--- config.mk ---
export PLATFORM = sky130hd
export DESIGN_NAME = qspi_request_arbiter
export DESIGN_NICKNAME = d
export VERILOG_FILES = /design/src/rtl/qspi_request_arbiter.sv
export SDC_FILE = /design/constraint.sdc
export NUM_CORES = 1
export LEC_CHECK = 0
export CORE_AREA = 2 2 256 258
export CTS_CLUSTER_DIAMETER = 30
export DETAILED_ROUTE_END_ITERATION = 8
export DIE_AREA = 0 0 258 260
export MAX_ROUTING_LAYER = met4
export PLACE_DENSITY_LB_ADDON = 0.2
export SLEW_MARGIN = 10
export SYNTH_ARGS = -nofsm -noshare
export SYNTH_HDL_FRONTEND = slang
export SYNTH_SLANG_ARGS = --single-unit
--- constraint.sdc ---
create_clock -name clk -period 4.3 [get_ports clk]
set_input_delay 0.43 -clock clk [delete_from_list [all_inputs] [get_ports clk]]
set_output_delay 0.43 -clock clk [all_outputs]
set_load 0.05 [all_outputs]
--- src/rtl/qspi_request_arbiter.sv ---
// qspi_request_arbiter: round-robin front end that shares one QSPI controller
// between NREQ requesters. A winner's descriptor is latched, the controller's
// two config registers are written, start is pulsed, busy is supervised, and
// the winner's TX/RX streams are routed until done.
//
// Stream handshakes (valid/ready): a word moves on a rising clk edge when both
// valid and ready are high. valid must not depend on ready. Only the granted
// requester sees the controller's ready/valid, and only while in XFER.
module qspi_request_arbiter #(
    parameter int NREQ           = 4,
    parameter int DATA_BITS      = 32,
    parameter int SHIFT_REG_BITS = 32,
    parameter int DIVIDER_WIDTH  = 16,
    parameter int NSLAVE         = 4,
    parameter int START_TIMEOUT  = 16,
    localparam int SW = (NSLAVE > 1) ? $clog2(NSLAVE) : 1,
    localparam int MW = 2 + DIVIDER_WIDTH + SW,
    localparam int GW = $clog2(NREQ),
    localparam int TW = $clog2(START_TIMEOUT + 1)
) (
    input  logic                         clk,
    input  logic                         reset,
    input  logic [NREQ-1:0]              req,
    input  logic [NREQ*MW-1:0]           req_mode,
    input  logic [NREQ*SHIFT_REG_BITS-1:0] req_cfg0,
    input  logic [NREQ*SHIFT_REG_BITS-1:0] req_cfg1,
    input  logic [NREQ*DATA_BITS-1:0]    req_tx_data,
    input  logic [NREQ-1:0]              req_tx_valid,
    output logic [NREQ-1:0]              req_tx_ready,
    output logic [DATA_BITS-1:0]         req_rx_data,
    output logic [NREQ-1:0]              req_rx_valid,
    input  logic [NREQ-1:0]              req_rx_ready,
    output logic [NREQ-1:0]              gnt,
    output logic [NREQ-1:0]              req_done,
    output logic [NREQ-1:0]              req_err,
    output logic                         ctl_start,
    output logic                         ctl_cpol,
    output logic                         ctl_cpha,
    output logic [DIVIDER_WIDTH-1:0]     ctl_dvsr,
    output logic [SW-1:0]                ctl_cs_num,
    output logic                         ctl_config_addr,
    output logic                         ctl_config_write,
    output logic [SHIFT_REG_BITS-1:0]    ctl_config_data,
    output logic [DATA_BITS-1:0]         ctl_tx_data,
    output logic                         ctl_tx_valid,
    input  logic                         ctl_tx_ready,
    input  logic [DATA_BITS-1:0]         ctl_rx_data,
    input  logic                         ctl_data_valid,
    output logic                         ctl_data_ready,
    input  logic                         ctl_busy,
    input  logic                         ctl_done,
    output logic [2:0]                   dbg_state
);

    typedef enum logic [2:0] {
        S_IDLE      = 3'd0,
        S_CFG0      = 3'd1,
        S_CFG1      = 3'd2,
        S_START     = 3'd3,
        S_WAIT_BUSY = 3'd4,
        S_XFER      = 3'd5,
        S_RELEASE   = 3'd6
    } state_t;

    state_t                    r_state;
    state_t                    w_next;
    logic                      w_timeout;
    logic                      w_any;
    logic [GW-1:0]             w_win;
    logic [GW-1:0]             w_idx;
    logic [NREQ-1:0]           w_win_oh;
    logic [NREQ-1:0]           w_g_oh;
    logic [GW-1:0]             r_ptr;
    logic [GW-1:0]             r_g;
    logic [MW-1:0]             r_mode;
    logic [SHIFT_REG_BITS-1:0] r_cfg1;
    logic [TW-1:0]             r_cnt;
    logic [NREQ-1:0]           r_gnt;
    logic [NREQ-1:0]           r_done;
    logic [NREQ-1:0]           r_err;
    logic                      r_start;
    logic                      r_cfg_write;
    logic                      r_cfg_addr;
    logic [SHIFT_REG_BITS-1:0] r_cfg_data;

    assign w_win_oh = {{(NREQ-1){1'b0}}, 1'b1} << w_win;
    assign w_g_oh   = {{(NREQ-1){1'b0}}, 1'b1} << r_g;

    // Round-robin pick: scan downwards so the requester closest to ptr wins.
    always_comb begin
        w_any = 1'b0;
        w_win = '0;
        w_idx = '0;
        for (int k = NREQ - 1; k >= 0; k--) begin
            w_idx = GW'((int'(r_ptr) + k) % NREQ);
            if (req[w_idx]) begin
                w_any = 1'b1;
                w_win = w_idx;
            end
        end
    end

    // Next-state logic; done in WAIT_BUSY is a short transfer and beats busy/timeout.
    always_comb begin
        w_next    = r_state;
        w_timeout = 1'b0;
        case (r_state)
            S_IDLE:      if (w_any) w_next = S_CFG0;
            S_CFG0:      w_next = S_CFG1;
            S_CFG1:      w_next = S_START;
            S_START:     w_next = S_WAIT_BUSY;
            S_WAIT_BUSY: begin
                if (ctl_done) begin
                    w_next = S_RELEASE;
                end else if (ctl_busy) begin
                    w_next = S_XFER;
                end else if (r_cnt == TW'(START_TIMEOUT - 1)) begin
                    w_next    = S_RELEASE;
                    w_timeout = 1'b1;
                end
            end
            S_XFER:      if (ctl_done) w_next = S_RELEASE;
            S_RELEASE:   w_next = S_IDLE;
            default:     w_next = S_IDLE;
        endcase
    end

    // State, pointer, latched descriptor and start-timeout counter.
    always_ff @(posedge clk or posedge reset) begin
        if (reset) begin
            r_state <= S_IDLE;
            r_ptr   <= '0;
            r_g     <= '0;
            r_mode  <= '0;
            r_cfg1  <= '0;
            r_cnt   <= '0;
        end else begin
            r_state <= w_next;
            if (r_state == S_IDLE && w_any) begin
                r_g    <= w_win;
                r_mode <= req_mode[int'(w_win)*MW +: MW];
                r_cfg1 <= req_cfg1[int'(w_win)*SHIFT_REG_BITS +: SHIFT_REG_BITS];
            end
            if (r_state == S_START) begin
                r_cnt <= '0;
            end else if (r_state == S_WAIT_BUSY) begin
                r_cnt <= r_cnt + 1'b1;
            end
            if (r_state == S_RELEASE) begin
                r_ptr <= (r_g == GW'(NREQ - 1)) ? '0 : r_g + 1'b1;
            end
        end
    end

    // Registered control outputs, computed from the state being entered.
    always_ff @(posedge clk or posedge reset) begin
        if (reset) begin
            r_gnt       <= '0;
            r_done      <= '0;
            r_err       <= '0;
            r_start     <= 1'b0;
            r_cfg_write <= 1'b0;
            r_cfg_addr  <= 1'b0;
            r_cfg_data  <= '0;
        end else begin
            if (r_state == S_IDLE && w_any) begin
                r_gnt <= w_win_oh;
            end else if (r_state == S_RELEASE) begin
                r_gnt <= '0;
            end
            r_done      <= (w_next == S_RELEASE) ? w_g_oh : '0;
            r_err       <= (w_next == S_RELEASE && w_timeout) ? w_g_oh : '0;
            r_start     <= (w_next == S_START);
            r_cfg_write <= (w_next == S_CFG0) || (w_next == S_CFG1);
            r_cfg_addr  <= (w_next == S_CFG1);
            if (w_next == S_CFG0) begin
                r_cfg_data <= req_cfg0[int'(w_win)*SHIFT_REG_BITS +: SHIFT_REG_BITS];
            end else if (w_next == S_CFG1) begin
                r_cfg_data <= r_cfg1;
            end else begin
                r_cfg_data <= '0;
            end
        end
    end

    // Stream routing for the granted requester, open only during XFER.
    always_comb begin
        ctl_tx_data    = '0;
        ctl_tx_valid   = 1'b0;
        req_tx_ready   = '0;
        req_rx_valid   = '0;
        ctl_data_ready = 1'b0;
        if (r_state == S_XFER) begin
            ctl_tx_data         = req_tx_data[int'(r_g)*DATA_BITS +: DATA_BITS];
            ctl_tx_valid        = req_tx_valid[r_g];
            req_tx_ready[r_g]   = ctl_tx_ready;
            req_rx_valid[r_g]   = ctl_data_valid;
            ctl_data_ready      = req_rx_ready[r_g];
        end
    end

    assign req_rx_data      = ctl_rx_data;
    assign gnt              = r_gnt;
    assign req_done         = r_done;
    assign req_err          = r_err;
    assign ctl_start        = r_start;
    assign ctl_config_write = r_cfg_write;
    assign ctl_config_addr  = r_cfg_addr;
    assign ctl_config_data  = r_cfg_data;
    assign ctl_cpol         = r_mode[MW-1];
    assign ctl_cpha         = r_mode[MW-2];
    assign ctl_dvsr         = r_mode[SW +: DIVIDER_WIDTH];
    assign ctl_cs_num       = r_mode[SW-1:0];
    assign dbg_state        = r_state;

endmodule
Word-level counts from Yosys, hierarchy flattened
Cells that the tools add are included.
{"block": "classes", "n_addsub": 5, "multipliers": 1, "order_cmp": 6, "n_eq_ne": 12, "shifts": 6, "muxes": 46, "n_bitwise": 2, "reduce_logical": 7}
{"cell": "$shiftx A128 B8 Y32", "n": 3}
{"cell": "$mux W32", "n": 3}
{"cell": "$shiftx A80 B8 Y20", "n": 1}
{"cell": "$mux W4", "n": 6}
{"cell": "$pmux W3 S6", "n": 1}
{"cell": "$mux W1", "n": 17}
{"cell": "$lt A2 B3 Y1 const B", "n": 5}
{"cell": "$mux W3", "n": 5}
{"cell": "$bmux W1 S2", "n": 6}
{"cell": "$eq A3 B2 Y1 const B", "n": 4}
{"cell": "$eq A3 B3 Y1 const B", "n": 4}
{"cell": "$mux W2", "n": 5}
{"cell": "$mux W5", "n": 2}
{"cell": "$and A4 B4 Y4", "n": 2}
{"cell": "$shl A1 B2 Y4 const A", "n": 2}
{"cell": "$eq A3 B1 Y1 const B", "n": 2}
{"cell": "$add A5 B1 Y5 const B", "n": 1}
{"cell": "$eq A5 B4 Y1 const B", "n": 1}
{"cell": "$mul A2 B3 Y5 const B", "n": 1}
{"cell": "$add A2 B1 Y2 const B", "n": 2}
{"cell": "$add A2 B2 Y2 const B", "n": 2}
{"cell": "$reduce_bool A2 Y1", "n": 2}
{"cell": "$logic_and A1 B1 Y1", "n": 3}
{"cell": "$logic_not A3 Y1", "n": 1}
{"cell": "4 further kinds", "n": 4}
{"block": "word_totals", "reg_bits": 111, "in_bits": 514}

Depth between registers and ports, before layout
Gate-level depths: netlist of run 1.
{"block": "logic_depth", "ltp_word": 12, "depth_mapped": 8, "depth_no_buf": 7}

Least setup slack after synthesis of run 1
Ideal clock, no wire load.
{"block": "synth_timing", "path_kind": "flip-flop to output port", "from": "reg r_state[2] (netlist: dbg_state[2])", "to": "out ctl_tx_data[11]", "arrival_time_ns": 2.133, "setup_slack_ns": 1.737, "stages_incl_launch_ff": 6, "cell_sequence": "dfrtp_1 -> buf_1 -> nor2b_1 -> clkbuf_1 -> clkbuf_1 -> and3_1"}
{"block": "synth_via", "elab_chain_len": 2}
{"element": "start: declaration", "line": "65", "rtl": "state_t r_state;"}
{"element": "start signal: assignment", "line": "138", "rtl": "r_state <= w_next;"}
{"element": "$eq A3 B3 Y1", "line": "193", "rtl": "if (r_state == S_XFER) begin"}
{"element": "$mux W32", "line": "193"}
{"element": "end: declaration", "line": "44", "rtl": "output logic [DATA_BITS-1:0] ctl_tx_data,"}
No other way between the ends.

Worst setup path after layout of run 1
{"block": "layout_timing", "from": "reg r_state[2] (netlist: dbg_state[2])", "to": "out req_tx_ready[3]"}
{"block": "layout_via", "elab_chain_len": 2}
{"element": "$eq A3 B3 Y1", "line": "193"}
{"element": "$mux W4", "line": "193"}
{"element": "end: declaration", "line": "29", "rtl": "output logic [NREQ-1:0] req_tx_ready,"}
No other way between the ends.

==> results.txt, run 1 <==
----------------------------------------------------
[CTS]
  Post-cts gate resize count ... 0
  Clock tree sinks ... 111
  Root Driver ... clkbuf_16
  Number of buffers added for setup after CTS ... 0
  Maximum buffer depth of the clock tree ... 2
  CTS tree ... yes
  TritonCTS buffer count ... 9
  CTS clk-pin slew, worst paths ... 0.10 ns
  Number of buffers inserted by hold repair at cts ... 0
  H-Tree Depth ... 3
  Latest clock arrival within the worst-skew pair ... 0.40 ns

[Floorplanning]
  X dimension of the die ... 258 um
  Die Height ... 260 um
  Core region area ... 64100 um2
  Rows ... 93
  Number of ports placed on the die boundary ... 658
  Initial standard-cell utilization of the core ... 12.0%
  Area enclosed by the die boundary ... 67100 um2

[Layout]
  Number of cells in the finished layout apart from fillers ... 2251
  Filler cell count ... 6990
  Utilization after layout ... 23.0%
  Net count, final ... 1907
  Post-route design area ... 14700 um2
  Layout cell share with drive strength beyond 1 ... 6.32%
  Area Overhead vs Synth ... 90.8%

[Logic synthesis]
  Sequential element share of the synthesized area ... 36.0%
  Count of flip-flops with a built-in enable after synthesis ... 0
  Post-synthesis cell type with the largest combined area ... dfrtp_1
  Post-synth net total ... 1387
  Area share of the largest cell type after synthesis ... 36.0%
  Synthesized flop and latch total ... 111
  Post-synthesis average cell area ... 8.91 um2
  Syn Inst Count ... 867
  Most frequent cell after synthesis ... nand2_1
  Largest cells by area after synthesis ... dfrtp_1 (36%), nand2_1 (13%), mux4_2 (9.9%)
  Async SR Flop Fraction ... 100%
  Most common flop cell mapped by yosys ... dfrtp_1
  Mapped cell area ... 7720 um2
  Distinct cell type count after synthesis ... 44
  Leading post-synthesis cells by instance count ... nand2_1 (269), dfrtp_1 (111), o22ai_1 (54)
  Warning count from the yosys run ... 0

[Route]
  Detail-routed via count per cell ... 3.99
  DRC Markers ... 0
  Count of routing violations after the opening detailed-route iteration ... 442
  Total wire length ... 48700 um
  Detailed-routing iteration count for the pre-antenna-repair pass ... 5
  Number of routed nets with antenna violations ... 0
  Detailed-route via count ... 8976
  Average wire length per cell after detail routing ... 21.6 um

[Global route]
  Antenna violations before repair ... 10
  Global-route wire length before repair ... 68500 um
  Largest net degree at the start of global routing ... 72
  Global-route usage over all layers ... 14.4%
  Global route total overflow ... 0
  Via count of the first global-routing pass ... 9546

[Worst setup path]
  Logic depth of the worst register-to-register path ... 6
  Crit. End Element ... primary output
  Startpoint of the most critical register-to-register path ... dbg_state[0]
  Setup Crit Path Kind ... flip-flop to primary output
  CP startpoint kind ... flip-flop
  Slowest cell on crit path ... clkdlybuf4s50_1
  Highest net fanout along the worst path ... 17
  Largest incremental delay on the critical path ... 0.80 ns
  Worst endpoint required time ... 3.87 ns
  Critical path data arrival time ... 3.17 ns
  Reg2Reg Capture Point ... r_mode[14]
  Register-to-register setup slack ... 1.58 ns
  Ordered list of cells on the worst path ... nor2b_2 > and2_0 > and3_1 > clkdlybuf4s50_1

[Placement]
  GPL Wtd Cong ... 0.834
  Buffers on Ports ... 593
  Number of placed instances, taps included ... 2231
  Post-placement cell area ... 14400 um2
  DP Worst Slack ... 1.11 ns
  HPWL after DPL ... 37900 um

[STA]
  Max Freq ... 278 MHz
  Time the final worst path needs with I/O delays and setup ... 3.60 ns
  WHS ... 0.513 ns
  Total negative setup slack ... 0 ns
  Max_slew headroom ... 38.4%
  Final setup vio count ... 0
  Worst Skew ... 0.0246 ns
  Part of the cycle the worst path needs ... 83.7%
  Crit path setup slack, layout ... 0.700 ns
  Hold violation total from the final report ... 0
  Unrepaired setup endpoints after global routing ... false
  Final number of max-transition violations ... 0
  Slew at the pin closest to its max-slew limit ... 0.923 ns

[Worst hold path]
  Class of the most critical hold timing path ... flip-flop to flip-flop
  Worst hold path cell count ... 1
  Critical hold path startpoint ... r_cfg1[3]
  Endpoint of the worst hold path ... ctl_config_data[3]

[Power and ir drop]
  Leakage power total ... 5.75 nW
  Pwr Total ... 7.83 mW
  Ratio of total power to cell area ... 532 nW/um2
  IR Drop Worst-Case VDD ... 0.341 mV

[Job]
  Max Cap Violations ... 0

[Run status]
  Outcome ... completed

----------------------------------------------------
## state kept, by name (all words and copies together), names as in the netlist
signal and cells:
r_mode 20, gnt 4, dbg_state 3, ctl_config_write 1, req_done 4, ctl_config_data 32, ctl_start 1, r_g 2
r_cnt 5, r_ptr 2, ctl_config_addr 1, r_cfg1 32, req_err 4
## critical path: cells and delay by family (launching register included)
kind                   cells  cell delay, ns
and+or+nand+nor            3            1.33
buffers and inverters      1            0.80
DFF                        1            0.64
## how the worst max path moves through the flow
stage | start | end
2_1_floorplan | reset | ctl_config_addr
3_3_place_gp | req[1] | ctl_config_data[30]
3_5_place_dp | req[1] | r_cfg1[14]
4_1_cts | dbg_state[2] | req_tx_ready[3]
5_1_grt | dbg_state[2] | req_tx_ready[3]
6_report | dbg_state[2] | req_tx_ready[3]
## report_power, final
part,internal [mW],switching (mW)
clock,0.407,0.496
combinational,2.07,2.96
sequential,1.48,0.414
## metal layers
layer / wire length [um] / track usage [%]
met5: 0 / -
met2: 25400 / 25.9
met4: 1190 / 4.30
met1: 18800 / 15.8
met3: 3290 / 3.41
## logic make-up after synthesis
kind of cell | after synthesis | share of synthesized area [%]
muxes | 91 | 18.2
and+or+nand+nor | 348 | 19.5
AOI/OAI and AO/OA | 196 | 17.3
buffers and inverters | 115 | 8.12
adders and majority gates | 6 | 0.972
DFF | 111 | 36.0
## cell usage in the layout, fill, tap and decap left out, types with 4 or more instances in the layout
master           count
nand3_1              5
o21ai_1              6
buf_4               20
inv_6                4
mux2i_1              4
inv_1                5
a21oi_1             34
and2_1               9
diode_2              4
clkdlybuf4s50_1    593
clkbuf_16            9
and3_1              44
ha_1                 6
nand2_1            269
dfrtp_1            109
buf_12               5
a221o_1             32
a31oi_1             52
nor2_1               4
mux4_2              34
o22ai_1             54
mux2_1              52
## final cells by class
class	count	area (um2)	area share (%)
clock buffer	10	229	1.55
sequential	111	2780	18.9
clock inverter	6	51.3	0.348
antenna	4	10.0	0.0679
multi-input combinational	641	4380	29.7
timing repair buffer	618	6190	42.0
tap	855	1070	7.26
inverter	6	27.5	0.187
No activity file was read; power rests on OpenSTA's default activity.
==> inputs of run 2 (changes only) <==
==> constraint.sdc (replaced) <==
create_clock -name clk -period 3.42 [get_ports clk]
set_input_delay 0.342 -clock clk [delete_from_list [all_inputs] [get_ports clk]]
set_output_delay 0.342 -clock clk [all_outputs]
set_load 0.05 [all_outputs]
==> run 2 against run 1 <==
Compared with the run above:
- via count is 0.16% lower
- final cell count is essentially flat
- largest power group unchanged
- critical path depth stayed put
==> results.txt, run 2 (same netlist as run 1, synthesis figures left out) <==
----------------------------------------------------
[Run status]
  Outcome ... completed

[Worst setup path]
  Worst endpoint required time ... 3.08 ns
  Setup Crit Path Kind ... flip-flop to primary output
  Highest net fanout along the worst path ... 38
  Logic depth of the worst register-to-register path ... 6
  CP startpoint kind ... flip-flop
  Critical path data arrival time ... 2.78 ns
  Crit. End Element ... primary output

[Route]
  Detail-routed via count per cell ... 3.98
  Detailed-route via count ... 8962
  Total wire length ... 48300 um
  Count of routing violations after the opening detailed-route iteration ... 482
  Number of routed nets with antenna violations ... 0
  Detailed-routing iteration count for the pre-antenna-repair pass ... 5
  Average wire length per cell after detail routing ... 21.5 um
  DRC Markers ... 0

[Power and ir drop]
  Flop pwr share ... 23.4%
  IR Drop Worst-Case VDD ... 0.409 mV
  Psw ... 4.83 mW
  Clock network fraction of design power ... 11.2%
  Ratio of total power to cell area ... 665 nW/um2
  Proportion of power drawn by combinational gates ... 65.4%
  Leakage power total ... 5.74 nW
  Internal Dissipation ... 4.98 mW
  Sw Share ... 49.3%

[STA]
  Total negative setup slack ... 0 ns
  Worst Skew ... 0.0127 ns
  Final number of max-transition violations ... 0
  WHS ... 0.367 ns
  Time the final worst path needs with I/O delays and setup ... 3.12 ns
  Unrepaired setup endpoints after global routing ... false
  Hold violation total from the final report ... 0
  Part of the cycle the worst path needs ... 91.3%
  Slew at the pin closest to its max-slew limit ... 0.831 ns
  Max_slew headroom ... 44.4%
  Max Freq ... 320 MHz
  Final setup vio count ... 0

[Global route]
  Via count of the first global-routing pass ... 9686
  Antenna violations before repair ... 11
  Global-route usage over all layers ... 14.4%
  Global-route wire length before repair ... 68000 um
  Global route total overflow ... 0
  Largest net degree at the start of global routing ... 84

[Floorplanning]
  Die Height ... 260 um
  X dimension of the die ... 258 um
  Number of ports placed on the die boundary ... 658
  Area enclosed by the die boundary ... 67100 um2
  Core region area ... 64100 um2
  Rows ... 93
  Initial standard-cell utilization of the core ... 12.0%

[Layout]
  Area Overhead vs Synth ... 90.9%
  Most frequent standard cell in the layout excluding fill and tap cells ... clkdlybuf4s50_1
  Highest-count cells in the layout ignoring fill and taps ... clkdlybuf4s50_1 (588), nand2_1 (269), dfrtp_1 (109)
  Net count, final ... 1901
  Layout cell share with drive strength beyond 1 ... 6.28%
  Flip-flop and latch area ... 2780 um2
  Filler cell count ... 7016
  Area used by multi-input combinational logic ... 4380 um2

[CTS]
  CTS clk-pin slew, worst paths ... 0.08 ns
  Number of buffers added for setup after CTS ... 0
  Post-cts gate resize count ... 0
  Maximum buffer depth of the clock tree ... 2
  CTS tree ... yes
  H-Tree Depth ... 3
  Clock tree sinks ... 111
  Number of buffers inserted by hold repair at cts ... 0
  Latest clock arrival within the worst-skew pair ... 0.39 ns
  Root Driver ... clkbuf_16
  TritonCTS buffer count ... 9

[Placement]
  Buffers on Ports ... 593
  HPWL after DPL ... 37800 um
  GPL Wtd Cong ... 0.855

[Job]
  Max Cap Violations ... 0

[Worst hold path]
  Class of the most critical hold timing path ... input pin to async pin

----------------------------------------------------
## run 2: cell count changes in the layout (fill, tap and decap cells not counted), sizes merged
cell and delta:
buf -1, clkinvlp +2, clkbuf -1, inv -2, diode +5, clkdlybuf4s50 -5
## run 2: layout make-up
type	count	area share, %
clock buffers	9	1.53
repair buffers	612	42.0
inverters	6	0.187
multi-input cells	641	29.7
diodes	9	0.153
clock inverters	6	0.314
well taps	855	7.26
flip-flops and latches	111	18.9
## run 2: power groups by stage
stage,registers [mW],logic (mW),clock network [mW]
4_1_cts,2.31,6.57,1.18
3_3_place_gp,2.32,6.53,0
5_1_grt,2.37,6.92,1.21
2_1_floorplan,3.17,3.14,0
6_report,2.29,6.41,1.10
3_5_place_dp,2.33,6.55,0
## run 2: worst paths after layout
check	slack [ns]	start	endpoint
worst max-delay path	0.30	dbg_state[2]	ctl_tx_valid
worst min-delay path	0.37	reset	ctl_start
worst max register to register	1.12	r_ptr[1]	r_cfg1[2]
worst min register to register	0.51	r_cfg1[14]	ctl_config_data[14]
max in group asynchronous	2.34	reset	ctl_config_data[31]
min in group clk	0.51	req_cfg1[10]	r_cfg1[10]
## run 2: per-stage QoR
step           utilization, %  cell area [um2]  cells  power, mW  setup slack, ns
2_1_floorplan               -             7720    867       6.31            0.147
3_3_place_gp             22.5            14400   2225       8.85            0.682
3_5_place_dp             22.5            14400   2225       8.88            0.696
4_1_cts                  23.0            14700   2240       10.1            0.246
5_1_grt                  23.0            14700   2244       10.5            0.116
6_report                 23.0            14700   2249       9.81            0.297
## run 2: worst max-delay path: stages (launching register included)
cell and delay (ns):
dfrtp_1 0.68, nor2b_2 0.25, buf_4 0.37, and3_1 0.23, clkdlybuf4s50_1 0.86
## run 2: per-layer routing
layer / track usage (%) / up-vias / share of wire (%)
met5: - / - / 0
met4: 4.42 / 0 / 2.4
met3: 3.51 / 54 / 7.0
met2: 25.8 / 424 / 52
met1: 15.5 / 4331 / 38
li1: - / 4153 / -
